File: src/rtl/instr_dispatch_fsm.sv
// instr_dispatch_fsm: fetch/decode/issue controller driving ALU, MOV and LOAD sequencers.
// Define DISPATCH_TIMEOUT_EN to add a WAIT watchdog that faults and halts after TIMEOUT cycles.
module instr_dispatch_fsm #(
  parameter int PC_W        = 6,
  parameter int REG_FIELD_W = 6,
  parameter int TIMEOUT     = 64
) (
  input  logic                   clk,
  input  logic                   reset,
  input  logic                   run,
  output logic [PC_W-1:0]        imem_addr,
  output logic                   imem_rd,
  input  logic [7:0]             instr,
  output logic                   alu_start,
  output logic [2:0]             alu_op,
  input  logic                   alu_done,
  output logic                   mov_start,
  input  logic                   mov_done,
  output logic                   load_start,
  input  logic                   load_done,
  output logic [REG_FIELD_W-1:0] Ri,
  output logic [REG_FIELD_W-1:0] Rj,
  output logic                   busy,
  output logic                   halted,
  output logic                   fault,
  output logic [15:0]            retired
);
  typedef enum logic [2:0] {IDLE, FETCH, DECODE, ISSUE, WAIT, NEXT, HALTED} state_t;
  state_t state, nxt;
  logic [PC_W-1:0] pc;
  logic [3:0] ir, op;
  logic op_unit, done_hit, timed_out;
  assign imem_addr = pc;
  assign op = instr[7:4];
  assign op_unit = op[3] | (op == 4'd1) | (op == 4'd2);
  // only the done pulse of the unit that was started may end WAIT
  assign done_hit = (ir[3] & alu_done) | ((ir == 4'd1) & mov_done) | ((ir == 4'd2) & load_done);
`ifdef DISPATCH_TIMEOUT_EN
  localparam int CW = $clog2(TIMEOUT + 1);
  logic [CW-1:0] cnt;
  assign timed_out = cnt == CW'(TIMEOUT - 1);
  always_ff @(posedge clk) begin
    if (reset) begin
      cnt <= '0;
      fault <= 1'b0;
    end else begin
      cnt <= (state == WAIT) ? cnt + 1'b1 : '0;
      if (state == WAIT && nxt == HALTED) fault <= 1'b1;
    end
  end
`else
  assign timed_out = 1'b0;
  assign fault = 1'b0;
`endif
  always_comb begin
    nxt = state;
    case (state)
      IDLE:    nxt = run ? FETCH : IDLE;
      FETCH:   nxt = DECODE;
      DECODE:  nxt = (op == 4'd3) ? HALTED : op_unit ? ISSUE : NEXT;
      ISSUE:   nxt = WAIT;
      WAIT:    nxt = done_hit ? NEXT : timed_out ? HALTED : WAIT;
      NEXT:    nxt = run ? FETCH : IDLE;
      default: nxt = state;
    endcase
  end
  always_ff @(posedge clk) begin
    if (reset) begin
      state <= IDLE;
      pc <= '0;
      ir <= '0;
      imem_rd <= 1'b0;
      alu_start <= 1'b0;
      mov_start <= 1'b0;
      load_start <= 1'b0;
      alu_op <= '0;
      Ri <= '0;
      Rj <= '0;
      busy <= 1'b0;
      halted <= 1'b0;
      retired <= '0;
    end else begin
      state <= nxt;
      imem_rd <= nxt == FETCH;
      busy <= nxt != IDLE && nxt != HALTED;
      halted <= nxt == HALTED;
      alu_start <= state == DECODE && op[3];
      mov_start <= state == DECODE && op == 4'd1;
      load_start <= state == DECODE && op == 4'd2;
      if (state == DECODE) begin
        ir <= op;
        alu_op <= op[2:0];
        Ri <= REG_FIELD_W'(instr[3:2]);
        Rj <= REG_FIELD_W'(instr[1:0]);
      end
      if (state == NEXT) begin
        pc <= pc + 1'b1;
        retired <= retired + {15'd0, retired != 16'hFFFF};
      end
    end
  end
endmodule

File: config.mk
export PLATFORM = sky130hd
export DESIGN_NAME = instr_dispatch_fsm
export DESIGN_NICKNAME = d
export VERILOG_FILES = /design/src/rtl/instr_dispatch_fsm.sv
export SDC_FILE = /design/constraint.sdc
export NUM_CORES = 1
export LEC_CHECK = 0
export CAP_MARGIN = 20
export CORE_UTILIZATION = 49
export CTS_CLUSTER_SIZE = 28
export DETAILED_ROUTE_END_ITERATION = 10
export GPL_TIMING_DRIVEN = 0
export PLACE_DENSITY = 0.81
export REMOVE_ABC_BUFFERS = 1
export SLEW_MARGIN = 5
export SYNTH_ARGS = -nofsm -noshare
export SYNTH_HDL_FRONTEND = slang
export SYNTH_SLANG_ARGS = --single-unit
File: constraint.sdc
create_clock -name clk -period 2.72 [get_ports clk]
set_input_delay 0.272 -clock clk [delete_from_list [all_inputs] [get_ports clk]]
set_output_delay 0.272 -clock clk [all_outputs]
set_load 0.005 [all_outputs]
==> impl.org <==
** Run
- Max-cap violations in this run came to 0.

** Cells and area
- After the last flow step, the layout net total stands at 264.
- Across the whole layout, storage elements account for 781 um2.
- In the final layout, the share of cells above drive strength 1 is 4.44%.
- The number of antenna diodes in the final layout is 0.
- Synthesis-to-layout area growth :: 30.8%
- After filler insertion, the fill cell instance count of the layout stands at 295.
- Area of the multi-input gates :: 882 um2
- Count of non-filler cells in the finished layout :: 294

** Yosys
- The synthesized design spends more area on one cell type than any other, namely sky130_fd_sc_hd__dfxtp_1.
- Commonest register cell after synthesis :: sky130_fd_sc_hd__dfxtp_1
- The cell area that synthesis handed to floorplanning was 1780 um2.
- In the post-synthesis netlist, the biggest area contributors are sky130_fd_sc_hd__dfxtp_1, sky130_fd_sc_hd__nor2_1, sky130_fd_sc_hd__xor2_1.
- Count of unique library cells instantiated by Yosys :: 36
- Post-synthesis instance total :: 204
- Warning count from the yosys run :: 0
- Counting instances in the post-synthesis netlist gives the leading cell types as sky130_fd_sc_hd__dfxtp_1, sky130_fd_sc_hd__nor2_1, sky130_fd_sc_hd__nand2_1, sky130_fd_sc_hd__xor2_1, sky130_fd_sc_hd__buf_4.
- Averaged over all synthesized cells, the footprint is 8.70 um2.
- Area fraction of the dominant cell type after synthesis :: 44.0%
- Number of enable-type register cells in the synthesized netlist :: 0
- Sequential area share after synthesis :: 44.0%
- Counting flops and latches in the post-synthesis netlist gives 39.
- In the post-synthesis netlist, the cell with the most instances is sky130_fd_sc_hd__dfxtp_1.
- Counting flops with an async set or reset pin after synthesis yields a share of 0%.

** Timing
- At the pin with the least slew margin, the transition time is 538 ps.
- Setup violation total in the final timing report :: 0
- Post-route minimum period :: 2070 ps
- The number of slew-limit violations in the final report was 0.
- After layout, the worst path uses 76.3% of the clock period.
- For the final routed database, the setup TNS stands at 0 ps.
- Static timing analysis puts the maximum clock frequency at 0.482 GHz.
- The hold violation count in the final report is 0.
- Worst setup slack after layout :: 645 ps
- Clk_skew :: 11.7 ps
- Setup repair after global routing missed its margin :: false
- Headroom to the max-slew limit came out at 64.0%.

** Placement
- Weighted congestion at the end of routability-driven global placement :: 0.793
- Final HPWL from detailed placement :: 2.40 mm
- PortBufs :: 48
- Counting tap cells, the placed design contains a total of 286 instances.
- Pre-CTS setup slack :: 665 ps

** Critical path
- Longest individual stage delay on the worst path :: 450 ps
- Startpoint Class :: register
- Counting both buffers and inverters, the worst setup path holds a total of 0.
- Traced cell by cell, the critical path runs through nand4_1 > nor3_1 > nand2_1 > ha_1 > ha_1 > and3_1 > nand3_1 > xor2_1 > nor2_1.
- On the critical path the largest part of the delay comes from simple AND/OR/NAND/NOR gates.
- Across all register-to-register paths, the minimum setup slack is 650 ps.
- Highest-delay cell along the critical path :: sky130_fd_sc_hd__dfxtp_1
- The critical path is of the register to register type.
- Crit. End Element :: register
- The endpoint identified for the worst register-to-register timing path is retired[12].
- Worst Path Max Fanout :: 7
- Arrival time at the worst endpoint :: 2310 ps
- Cell depth of the worst flop-to-flop path :: 9
- Crit-path most repeated cell :: sky130_fd_sc_hd__ha_1
- Reg2Reg Launch Point :: retired[3]
- Endpoint required time on the critical path :: 2950 ps

** Routing
- Number of DRC violations after detailed-routing iteration 0 :: 64
- Routed via count divided by cell count :: 4.95
- The first detailed-routing pass ran for 4 iterations.
- Once detail routing completed, the nets flagged for antenna violations numbered 0.
- Detail-routed net length per standard cell :: 11.6 um
- Vias after detailed routing :: 1454
- After detailed routing, the number of remaining DRC violations is 0.
- Final WL :: 3.40 mm

** Clock tree
- The tree is rooted in a sky130_fd_sc_hd__clkbuf_4.
- TritonCTS Buffers :: 5
- Count of hold-fix buffers inserted at cts :: 0
- Post-CTS repair changed the size of 0 cells.
- Post-CTS setup buffer count :: 0
- TritonCTS built the clock tree.
- H-tree depth reported by CTS :: 2
- CTS clk-pin slew, worst paths :: 120 ps
- The clock reaches the later pin of the worst-skew pair after 350 ps.
- Counting along the longest clock path gives a buffer depth of 2.
- CTS sink count :: 39

** Hold path
- In this run the most critical hold path is launched from Ri[1].
- The tightest min-delay check is of the register to register type.
- Worst hold stages :: 2
- Worst-case hold path end point :: Ri[1]

** Floorplan
- Row cnt :: 21
- Area of the core :: 3420 um2
- In this run the horizontal extent of the chip is 62.2 um.
- The die covers 3870 um2.
- Initial core utilization :: 52.0%
- During I/O placement, the number of pins put on the boundary was 58.
- In this run the vertical extent of the chip is 62.2 um.

** GRT
- Remaining Overflow, GRT :: 0
- Entering global routing, the biggest net connects 26 pins.
- The first global-routing pass estimated 5.73 mm of wire.
- The number of antenna violations at the first check in global routing came to 0.
- The via count of the first global-routing pass is 1284.
- Total routing usage reported by global routing :: 18.9%

** Pwr
- The analysis attributes to cell leakage a power of 0.844 nW.
- Worst IR drop on VDD :: 343 uV
- In this run the power density over the cells is 489 nW/um2.

** Run status
- Status :: completed
## cells by family (layout without fill, tap and decap cells)
family / count (synthesis) / count (layout) / synth area share, %
AND/OR/NAND/NOR: 90 / 90 / 24.8
flip-flops: 39 / 39 / 44.0
buffers and inverters: 23 / 59 / 8.03
AO/OA/AOI/OAI: 21 / 21 / 6.98
XOR/XNOR: 19 / 19 / 9.37
multiplexers: 8 / 8 / 4.51
adder cells (fa/ha/maj): 3 / 3 / 2.11
other: 1 / 9 / 0.211
## stage by stage
step / hold slack [ps] / util (%) / area, um2 / power [mW]
3_5_place_dp: 487 / 65.5 / 2240 / 0.742
3_3_place_gp: 473 / 64.7 / 2210 / 0.736
2_1_floorplan: 341 / - / 1670 / 0.674
6_report: 507 / 68.0 / 2320 / 1.14
5_1_grt: 553 / 68.0 / 2320 / 1.19
4_1_cts: 510 / 68.0 / 2320 / 1.15
## where the power goes
| group | total [mW] | switching [mW] | internal, mW |
|---|---|---|---|
| clock network | 0.406 | 0.188 | 0.217 |
| registers | 0.605 | 0.0181 | 0.587 |
| logic | 0.125 | 0.0558 | 0.0695 |
| total | 1.14 | 0.262 | 0.874 |
## sequential cells by signal (all words and copies together) (netlist names)
register and cells:
load_start 1, mov_start 1, imem_addr 6, alu_start 1
retired 16, imem_rd 1, ir 2, halted 1
alu_op 2, state 3, busy 1, Rj 2
Ri 2
## tightest hold or removal path, stage by stage (launching register included)
cell,delay [ps]
sky130_fd_sc_hd__dfxtp_1,340
sky130_fd_sc_hd__mux2i_1,60
sky130_fd_sc_hd__nor2_1,70
## cells in the final DEF (no fill, tap or decap), types with 2 or more instances in the layout
cell,count
sky130_fd_sc_hd__and4_1,2
sky130_fd_sc_hd__xnor2_1,4
sky130_fd_sc_hd__nand4_1,7
sky130_fd_sc_hd__mux2i_1,8
sky130_fd_sc_hd__nand3_1,8
sky130_fd_sc_hd__clkdlybuf4s50_1,48
sky130_fd_sc_hd__conb_1,9
sky130_fd_sc_hd__and3_1,4
sky130_fd_sc_hd__nand2_1,18
sky130_fd_sc_hd__nor2_1,35
sky130_fd_sc_hd__clkbuf_4,5
sky130_fd_sc_hd__o21ai_0,8
sky130_fd_sc_hd__a21oi_1,6
sky130_fd_sc_hd__dfxtp_1,39
sky130_fd_sc_hd__ha_1,3
sky130_fd_sc_hd__nor3b_1,2
sky130_fd_sc_hd__a221oi_1,2
sky130_fd_sc_hd__xor2_1,15
sky130_fd_sc_hd__nand2b_1,3
sky130_fd_sc_hd__nand3b_1,3
sky130_fd_sc_hd__inv_1,2
## cell type report
type	count	share of cell area, %
clock buffers	6	2.21
flip-flops and latches	39	33.6
repair buffers	49	21.9
clock inverters	2	1.51
inverters	2	0.323
well taps	46	2.48
multi-input cells	150	38.0
## metal layers
| layer | GRT usage [%] | share of wire [%] |
|---|---|---|
| met1 | 23.4 | 48 |
| met2 | 29.5 | 45 |
| met3 | 4.23 | 4.5 |
| met4 | 12.2 | 2.5 |
| met5 | 0 | 0 |
## worst max path at each step
stage | from | end | slack [ps] | cells after the start
global route | retired[3] | retired[12] | 440 | 9
floorplan | retired[3] | retired[6] | 900 | 9
detailed placement | retired[3] | retired[12] | 670 | 9
finish | retired[3] | retired[12] | 650 | 9
global placement | reset | load_start | 610 | 3
CTS | retired[3] | retired[12] | 640 | 9
Power figures use the tool's default switching activity.
